## config.mk

```make
export PLATFORM = sky130hd
export DESIGN_NAME = seq_array_divider
export DESIGN_NICKNAME = d
export VERILOG_FILES = /design/src/rtl/seq_array_divider.sv
export SDC_FILE = /design/constraint.sdc
export NUM_CORES = 1
export LEC_CHECK = 0
export ABC_AREA = 1
export CAP_MARGIN = 20
export CORE_MARGIN = 2
export CORE_UTILIZATION = 56
export CTS_CLUSTER_SIZE = 10
export DETAILED_ROUTE_END_ITERATION = 12
export GPL_ROUTABILITY_DRIVEN = 0
export GPL_TIMING_DRIVEN = 0
export HOLD_SLACK_MARGIN = 0.12
export PLACE_DENSITY = 0.85
export SLEW_MARGIN = 20
export SYNTH_ARGS = -nofsm -noshare
export SYNTH_HDL_FRONTEND = slang
export SYNTH_SLANG_ARGS = --single-unit
```

## constraint.sdc

```tcl
create_clock -name clk -period 2.65 [get_ports clk]
set_input_delay 0.53 -clock clk [delete_from_list [all_inputs] [get_ports clk]]
set_output_delay 0.53 -clock clk [all_outputs]
set_load 0.05 [all_outputs]
```

## src/rtl/seq_array_divider.sv

```systemverilog
// -----------------------------------------------------------------------------
// seq_array_divider
//
// Iterative restoring unsigned divider: the inverse of the tile's 4x4 array
// multiplier. It divides a product-width dividend by a narrow divisor and
// produces one quotient bit per clock, MSB first. There are valid/ready
// handshakes on the operand side and on the result side. Only one operation
// is in flight at a time.
//
// Ports
//   clk          in   1           single clock; all state updates on rising edge
//   rst          in   1           synchronous, active-high reset
//   in_valid     in   1           dividend/divisor present
//   in_ready     out  1           block can accept an operand pair (registered)
//   dividend     in   DIVIDEND_W  unsigned dividend
//   divisor      in   DIVISOR_W   unsigned divisor
//   out_valid    out  1           result registers hold a valid result (registered)
//   out_ready    in   1           consumer takes the result
//   quotient     out  DIVIDEND_W  unsigned quotient (all ones on divide-by-zero)
//   remainder    out  DIVISOR_W   unsigned remainder, < divisor when divisor != 0
//   div_by_zero  out  1           result was produced with divisor == 0
//
// Timing
//   A normal division asserts out_valid DIVIDEND_W cycles after the accept edge.
//   A divide-by-zero asserts out_valid one cycle after the accept edge.
// -----------------------------------------------------------------------------
module seq_array_divider #(
  parameter int DIVIDEND_W = 8,
  parameter int DIVISOR_W  = 4
) (
  input  logic                  clk,
  input  logic                  rst,
  input  logic                  in_valid,
  output logic                  in_ready,
  input  logic [DIVIDEND_W-1:0] dividend,
  input  logic [DIVISOR_W-1:0]  divisor,
  output logic                  out_valid,
  input  logic                  out_ready,
  output logic [DIVIDEND_W-1:0] quotient,
  output logic [DIVISOR_W-1:0]  remainder,
  output logic                  div_by_zero
);

  // The partial remainder is one bit wider than the divisor so that the
  // shifted-in value can reach 2*divisor-1 before the trial subtract.
  localparam int REM_W = DIVISOR_W + 1;
  localparam int CNT_W = (DIVIDEND_W > 1) ? $clog2(DIVIDEND_W) : 1;
  localparam logic [CNT_W-1:0] LAST_STEP = CNT_W'(DIVIDEND_W - 1);

  typedef enum logic [1:0] {
    IDLE = 2'd0,
    RUN  = 2'd1,
    DONE = 2'd2
  } state_t;

  state_t                state;

  // A single shift register serves both the dividend and the quotient. Each
  // step shifts the next dividend MSB out of the top and the new quotient bit
  // in at the bottom. After DIVIDEND_W steps it holds the whole quotient.
  logic [DIVIDEND_W-1:0] work_sr;
  logic [DIVISOR_W-1:0]  divisor_q;
  logic [REM_W-1:0]      part_rem;
  logic [CNT_W-1:0]      count;

  // One restoring step, computed combinationally from the current state.
  logic [REM_W:0]        rem_shift;
  logic [REM_W:0]        divisor_ext;
  logic                  q_bit;
  logic [REM_W-1:0]      rem_next;
  logic [DIVIDEND_W-1:0] work_next;

  // NOTE: every signal driven here gets a default before any conditional
  // logic. Without the defaults, a path that skips an assignment infers a latch.
  always_comb begin
    rem_shift   = {part_rem, work_sr[DIVIDEND_W-1]};
    divisor_ext = {2'b00, divisor_q};
    q_bit       = (rem_shift >= divisor_ext);
    rem_next    = rem_shift[REM_W-1:0];
    if (q_bit) begin
      // The difference is always < divisor, so truncating to REM_W bits
      // loses nothing.
      rem_next = REM_W'(rem_shift - divisor_ext);
    end
    work_next = {work_sr[DIVIDEND_W-2:0], q_bit};
  end

  // NOTE: sequential state uses non-blocking assignments only. All registers
  // then update together from pre-edge values, whatever the statement order.
  always_ff @(posedge clk) begin
    if (rst) begin
      // rst aborts any operation in flight and has priority over both
      // handshakes.
      state       <= IDLE;
      in_ready    <= 1'b1;
      out_valid   <= 1'b0;
      quotient    <= '0;
      remainder   <= '0;
      div_by_zero <= 1'b0;
      work_sr     <= '0;
      divisor_q   <= '0;
      part_rem    <= '0;
      count       <= '0;
    end else begin
      case (state)
        IDLE: begin
          if (in_valid && in_ready) begin
            // Sample the operands only here. Later changes on the inputs
            // cannot reach the result.
            work_sr   <= dividend;
            divisor_q <= divisor;
            part_rem  <= '0;
            count     <= '0;
            in_ready  <= 1'b0;
            if (divisor == '0) begin
              // Write the result now and skip the iteration. out_valid
              // follows on the first DONE cycle.
              state       <= DONE;
              quotient    <= '1;
              remainder   <= '0;
              div_by_zero <= 1'b1;
            end else begin
              state       <= RUN;
              div_by_zero <= 1'b0;
            end
          end
        end

        RUN: begin
          work_sr  <= work_next;
          part_rem <= rem_next;
          count    <= count + 1'b1;
          if (count == LAST_STEP) begin
            state     <= DONE;
            out_valid <= 1'b1;
            quotient  <= work_next;
            remainder <= rem_next[DIVISOR_W-1:0];
          end
        end

        DONE: begin
          if (!out_valid) begin
            // Entered straight from IDLE on divide-by-zero.
            out_valid <= 1'b1;
          end else if (out_ready) begin
            // The result registers keep their values. Only the
            // handshake flags change.
            out_valid <= 1'b0;
            in_ready  <= 1'b1;
            state     <= IDLE;
          end
        end

        default: begin
          state     <= IDLE;
          in_ready  <= 1'b1;
          out_valid <= 1'b0;
        end
      endcase
    end
  end

endmodule

```

## Yosys cells after proc, flatten, opt, wreduce, memory -nomap -nowiden

Cells that the tools add are included.

- Add/sub/neg operators: 2
- $lt $le $gt $ge: 1
- Eq/ne operators: 8
- Muxes and demuxes: 30
- Bitwise gates (word level): 2
- Reductions and logical operators: 10

Operators by type and width:

| cell | number |
|---|---|
| $mux W8 | 4 |
| $pmux W8 S2 | 2 |
| $mux W4 | 3 |
| $reduce_and A4 Y1 | 3 |
| $mux W2 | 5 |
| $mux W5 | 2 |
| $ne A2 B2 Y1 const B | 5 |
| $pmux W5 S2 | 1 |
| $pmux W4 S2 | 1 |
| $mux W1 | 7 |
| $ge A6 B4 Y1 | 1 |
| $pmux W1 S3 | 2 |
| $pmux W2 S3 | 1 |
| $pmux W3 S2 | 1 |
| $reduce_and A2 Y1 | 3 |
| $sub A5 B4 Y5 | 1 |
| $logic_not A4 Y1 | 1 |
| $add A3 B1 Y3 const B | 1 |
| $eq A3 B3 Y1 const B | 1 |
| $mux W3 | 1 |
| $eq A2 B1 Y1 const B | 1 |
| $eq A2 B2 Y1 const B | 1 |
| $logic_not A2 Y1 | 1 |
| $not A1 Y1 | 2 |
| other kinds (2) | 2 |

- Register bits: 37
- Bits of input ports: 16
- Output and inout bits: 15

## Logic depth before layout (Yosys ltp)

Gate-level depths: netlist of the first run.

- Depth in word-level cells: 4
- Mapped depth: 12

## Least setup slack after synthesis of the first run

Ideal clock, no wire load.

- Path type: reg2reg
- Start: reg work_sr[7]
- End: reg remainder[0]
- Arrival: 1621 ps
- Path slack: 973 ps
- Stages on the path, launching flop included: 13
- Buffers on the path: 0
- Period minus slack after synthesis: 1677 ps
- Cells stage by stage: dfxtp_1 -> inv_1 -> ha_1 -> fa_1 -> inv_1 -> nand2_1 -> nand2_1 -> nand2_4 -> a21oi_4 -> nand2_1 -> nand3_1 -> nand2_1 -> inv_1

- Longest elaborated chain between the ends: 4
- Elaborated cells on any way between the ends: 5
- Classes of those cells: add/sub: 1; order compare: 1; mux: 3

RTL lines:

| element | RTL line | source |
|---|---|---|
| start: declaration | 61 | `logic [DIVIDEND_W-1:0] work_sr;` |
| start signal: assignment | 110 | `work_sr <= dividend;` |
| start signal: assignment | 130 | `work_sr <= work_next;` |
| $sub A5 B4 Y5 / $ge A6 B4 Y1 (equally long branches) | 83, 78 |  |
| $mux W5 (*) | 80 | `if (q_bit) begin` |
| $mux W4 (*) | 133 | `if (count == LAST_STEP) begin` |
| $pmux W4 S2 (*) | 105 | `case (state)` |
| end signal: assignment | 137 | `remainder <= rem_next[DIVISOR_W-1:0];` |
| end: declaration | 40 | `output logic [DIVISOR_W-1:0] remainder,` |

Mark *: on every way between the ends. The rest lies on a longest branch, timed or not. The select of a mux whose other input is x is not followed.
A chain may end at the register's enable or synchronous reset.

## Worst setup path in the final report of the first run

- Start: reg in_ready
- End: out in_ready

RTL lines:

| element | RTL line | source |
|---|---|---|
| start: declaration | 34 | `output logic in_ready,` |
| start signal: assignment | 95 | `in_ready <= 1'b1;` |
| start signal: assignment | 114 | `in_ready <= 1'b0;` |
| start signal: assignment | 149 | `in_ready <= 1'b1;` |

No word-level cell between the ends.

==> impl_metrics.csv, run 1 <==
group,metric,value,unit
min_path,worst_hold_path.endpoint,"div_by_zero$_SDFFE_PP0P_",
synth,synthCells,255,
critical_path,r2r_cells,12,
timing,final.min_clock_period,2.09,ns
clocking,root_buffer,"clkbuf_4",
synth,syn_area_per_cell,7.32,um2
timing,relSlewSlack,65.4,%
global_route,grt_max_degree,14,
clocking,ctsResizeCount,0,
synth,synth-edff-count,0,
floorplan,die_w,61.7,um
critical_path,r2r_start,"work_sr[7]$_SDFFE_PP0P_",
route,wl_per_cell,11.7,um
critical_path,critPathArrivalTime,1.56,ns
route,drtIter0Drc,59,
floorplan,fp.coreArea,3100,um2
timing,slew_violations,0,
critical_path,cp.required,2.12,ns
clocking,cts_sinks,37,
route,wl,3940,um
critical_path,crit_fanout,4,
synth,yosysTopAreaCell,"dfxtp_1",
synth,yosys_warnings,0,
timing,rsz0062_at_grt,"false",
pwr,p_total,2.77,mW
synth,synth-seq-cells,37,
finish,final_nets,317,
place,dp_cells,328,
run,cap_violations,0,
global_route,antenna_found_initial,0,
global_route,grt_pass1_vias,1528,
global_route,grt_use_total,24.0,%
synth,yosysSeqAreaShare,39.7,%
route,vias_per_cell,5.07,
synth,syn_nets,281,
critical_path,r2r_setup_slack,0.77,ns
route,antenna_left,0,
clocking,insertion_delay,0.36,ns
timing,worstMarginPinSlew,0.518,ns
critical_path,end_kind,"output pin",
critical_path,cpPeakStageDelay,0.82,ns
clocking,cts_buffer_depth,2,
critical_path,cp-start-kind,"flop",
synth,synth_area_leaders,"dfxtp_1 40%, o21ai_0 9.9%, inv_1 8.2%",
timing,setup_violations,0,
place,port_buffers,29,
timing,finalClockSkew,0.0138,ns
finish,antenna_cells,0,
global_route,grt_pass1_wl,6510,um
min_path,worst_hold_path_type,"reg2reg",
floorplan,start_util,60.2,%
min_path,holdPathStages,2,
route,vias,1702,
critical_path,cp_num_buf_inv,1,
clocking,ctsHtreeMaxLevel,2,
synth,ys_types,29,
critical_path,critPathKind,"reg2out",
clocking,post-cts-setup-buffer-count,0,
critical_path,cp_cell_sequence,"clkdlybuf4s50_1",
finish,areaGrowthSynthToFinish,22.9,%
finish,instances_no_fill,336,
global_route,grt-ovfl-total,0,
clocking,cts_buffers,5,
floorplan,die_height,61.7,um
route,drtPass1Iterations,4,
clocking,path_clk_slew,0.11,ns
clocking,cts_tree,"yes",
outcome,outcome,"completed",
timing,finalSetupTns,0,ns
pwr,pwr_density_cell,1210,nW/um2
clocking,cts_hold_buf,0,
critical_path,critical-path-top-delay-family,"buffers and inverters",
timing,max_freq,478,MHz
synth,synth_top_area_share,39.7,%
timing,fin_crit_sh,78.9,%
synth,ys.flop_type,"dfxtp_1",
place,place_hpwl,2950,um
min_path,holdCritStartpoint,"div_by_zero$_SDFFE_PP0P_",
floorplan,num_io_pins,31,
floorplan,num_rows,20,
critical_path,r2r_end,"remainder[0]$_SDFFE_PP0P_",
synth,netlist_area,1870,um2
pwr,p_leak,1.05,nW
synth,ys_async_sr_fraction,0,%
critical_path,cpMaxStageDelayCell,"clkdlybuf4s50_1",
timing,finalHoldViolCount,0,
route,drc,0,
finish,drive_gt1_share,11.0,%
finish,fin_util,73.9,%
floorplan,dieArea,3810,um2
pwr,ir_drop,0.742,mV
layout by cell type (no fill, tap or decap), drive strengths merged:
cell,count
a21oi,23
a22oi,1
a31oi,1
buf,9
bufinv,1
clkbuf,7
clkdlybuf4s50,29
clkinv,1
dfxtp,37
fa,1
ha,9
inv,43
nand2,35
nand3,12
nand3b,1
nand4,6
nor2,25
o211ai,1
o21ai,39
or2,9
xnor2,1
xor2,1
state kept, by name (all words and copies together), names as in the netlist:
name,cells
state,2
divisor_q,4
in_ready,1
out_valid,1
remainder,4
div_by_zero,1
part_rem,5
work_sr,8
count,3
quotient,8
per-layer routing:
layer | track usage, % | wire (um)
met4 | 8.51 | 62
met2 | 42.6 | 1940
met5 | 0 | 0
met3 | 6.83 | 228
met1 | 27.6 | 1710
report_power, final:
part	internal [mW]	switching [mW]	leakage, nW
sequential	0.748	0.112	0.303
combinational	0.546	0.962	0.702
clock	0.200	0.199	0.0456
total	1.49	1.27	1.05
cell type report:
type	instances	area, um2
Multi-Input combinational cell	165	905
Fill cell	286	810
Tap cell	44	55.1
Sequential cell	37	741
Inverter	42	158
Timing Repair Buffer	29	290
Clock inverter	3	43.8
Clock buffer	5	37.5
Buffer	11	63.8
synth_stat cells (2+ instances only):
cell type and instances:
o21ai_1 2, clkbuf_1 2, nand4_1 6, o21ai_0 37, nand2_1 31, nor2_1 23, buf_4 2, a21oi_1 22
or2_2 7, nand3_1 12, nand2_2 3, or2_0 2, ha_1 9, buf_2 6, inv_1 41, dfxtp_1 37
logic make-up (layout without fill, tap and decap cells):
logic type | Yosys count | in the layout | share of synthesized area [%]
AO/OA/AOI/OAI | 65 | 65 | 18.4
XOR/XNOR | 2 | 2 | 0.939
adder cells (fa/ha/maj) | 10 | 10 | 7.10
buffers and inverters | 53 | 90 | 11.9
flip-flops | 37 | 37 | 39.7
AND/OR/NAND/NOR | 88 | 88 | 22.1
worst max-delay path by stage:
stage | start | end | slack (ns) | depth (start not counted)
2_1_floorplan | work_sr[7]$_SDFFE_PP0P_ | remainder[0]$_SDFFE_PP0P_ | 0.97 | 12
3_3_place_gp | divisor[3] | remainder[2]$_SDFFE_PP0P_ | 0.70 | 10
3_5_place_dp | divisor[3] | remainder[2]$_SDFFE_PP0P_ | 0.69 | 10
4_1_cts | in_ready$_SDFFE_PP1P_ | in_ready | 0.54 | 1
5_1_grt | in_ready$_SDFFE_PP1P_ | in_ready | 0.52 | 1
6_report | in_ready$_SDFFE_PP1P_ | in_ready | 0.56 | 1
stage by stage:
| stage | setup WS (ns) | hold WS, ns | instance area (um2) |
|---|---|---|---|
| finish | 0.559 | 0.451 | 2290 |
| global route | 0.517 | 0.478 | 2290 |
| CTS | 0.543 | 0.455 | 2290 |
| detailed placement | 0.692 | 0.439 | 2210 |
| global placement | 0.703 | 0.434 | 2210 |
| floorplan | 0.973 | 0.427 | 1870 |
Power figures use the tool's default switching activity.
==> run 2: changes to the inputs <==
CORE_UTILIZATION = 52   (was 56)
PLACE_DENSITY = 0.8   (was 0.85)
clock period = 2.19 ns   (was 2.65 ns; I/O delays follow)
==> run 2 against run 1 <==
Compared with the run above: utilization down 7.1 points; critical path depth unchanged; critical endpoint unchanged; wire length down 1.0%; first-iteration DRC count up 47%; largest cell class unchanged; worst hold slack worse by 0.063 ns; clock power down 12%; design area down 1.2%; register-to-register slack worse by 0.50 ns; via count up 0.24%; clock skew down 0.0033 ns; sequential power up 21%.
==> impl_metrics.csv, run 2 (same netlist as run 1, synthesis figures left out) <==
group,metric,value,unit
outcome,outcome,"completed",
critical_path,cp_num_buf_inv,1,
clocking,ctsHtreeMaxLevel,2,
route,drtIter0Drc,87,
floorplan,start_util,55.1,%
timing,worstMarginPinSlew,0.511,ns
route,vias,1706,
timing,fin_crit_sh,90.9,%
clocking,cts_buffers,5,
floorplan,die_w,63.9,um
timing,final.min_clock_period,1.99,ns
floorplan,dieArea,4090,um2
critical_path,crit_fanout,4,
timing,finalClockSkew,0.0105,ns
critical_path,cp-start-kind,"flop",
floorplan,num_io_pins,31,
critical_path,cpMaxStageDelayCell,"clkdlybuf4s50_1",
finish,drive_gt1_share,10.6,%
clocking,ctsResizeCount,0,
timing,finalHoldViolCount,0,
timing,slew_violations,0,
global_route,grt-ovfl-total,0,
critical_path,cp_cell_sequence,"clkdlybuf4s50_1",
route,drc,0,
clocking,post-cts-setup-buffer-count,0,
floorplan,num_rows,21,
clocking,path_clk_slew,0.10,ns
timing,max_freq,503,MHz
place,port_buffers,29,
critical_path,startpoint,"in_ready$_SDFFE_PP1P_",
critical_path,cpPeakStageDelay,0.82,ns
timing,rsz0062_at_grt,"false",
critical_path,critPathArrivalTime,1.55,ns
finish,multiInputGateArea,905,um2
route,wl_per_cell,11.5,um
global_route,grt_max_degree,12,
timing,setup_violations,0,
global_route,antenna_found_initial,0,
finish,fin_util,66.9,%
route,wl,3900,um
finish,seqCellArea,741,um2
global_route,grt_use_total,21.5,%
pwr,p_leak,1.04,nW
critical_path,r2r_start,"work_sr[7]$_SDFFE_PP0P_",
clocking,insertion_delay,0.35,ns
global_route,grt_pass1_wl,6890,um
finish,antenna_cells,0,
floorplan,fp.coreArea,3390,um2
clocking,root_buffer,"clkbuf_4",
route,drtPass1Iterations,4,
finish,areaGrowthSynthToFinish,21.4,%
finish,final_cell_mix,"41 x inv_1, 37 x o21ai_0, 37 x dfxtp_1",
critical_path,end_kind,"output pin",
timing,relSlewSlack,65.8,%
floorplan,die_height,63.9,um
clocking,cts_tree,"yes",
finish,layout_commonest_cell,"inv_1",
pwr,ir_drop,0.702,mV
pwr,pwr_density_cell,1420,nW/um2
critical_path,cp.required,1.75,ns
finish,nFillCells,314,
route,vias_per_cell,5.05,
clocking,cts_sinks,37,
run,cap_violations,0,
timing,finalSetupTns,0,ns
finish,final_nets,317,
min_path,holdCritStartpoint,"rst",
route,antenna_left,0,
clocking,cts_hold_buf,0,
critical_path,critPathKind,"reg2out",
min_path,worst_hold_path_type,"in2reg",
clocking,cts_buffer_depth,2,
finish,top_regs,"quotient: 8 flops, work_sr: 8 flops, part_rem: 5 flops",
place,place_hpwl,2890,um
global_route,grt_pass1_vias,1607,
critical_path,critical-path-top-delay-family,"buffers and inverters",
-- run 2: worst paths after layout --
kind | end | slack [ns] | cells after the start
worst min-delay path | count[2]$_SDFFE_PP0P_ | 0.39 | 2
worst min register to register | div_by_zero$_SDFFE_PP0P_ | 0.46 | 2
worst max register to register | part_rem[3]$_SDFFE_PP0P_ | 0.27 | 12
worst max-delay path | in_ready | 0.20 | 1
-- run 2: routing by layer --
| metal | share of wire [%] | GRT usage (%) |
|---|---|---|
| met1 | 47 | 27.2 |
| met2 | 46 | 35.2 |
| met3 | 4.7 | 4.40 |
| met4 | 1.7 | 9.24 |
| met5 | 0 | 0 |
-- run 2: cell type report --
type	count	area share (%)
Multi-Input combinational cell	165	39.9
Sequential cell	37	32.7
Timing Repair Buffer	29	12.8
Inverter	42	6.96
Buffer	11	2.82
Tap cell	46	2.54
Clock buffer	6	1.82
Clock inverter	2	0.442
-- run 2: where the power goes --
group	internal [mW]	total [mW]	switching, mW
logic	0.660	1.84	1.18
clock network	0.122	0.351	0.229
registers	0.905	1.04	0.133
total	1.69	3.23	1.54
-- run 2: stage by stage --
step                cell area (um2)  setup WS, ns  hold WS [ns]  std cells  total power, mW
detailed placement             2210         0.308         0.451        330             2.88
floorplan                      1870         0.513         0.427        255             2.44
global route                   2270         0.110         0.401        338             3.50
CTS                            2270         0.194         0.390        338             3.23
finish                         2270         0.200         0.388        338             3.23
global placement               2210         0.328         0.433        330             2.84
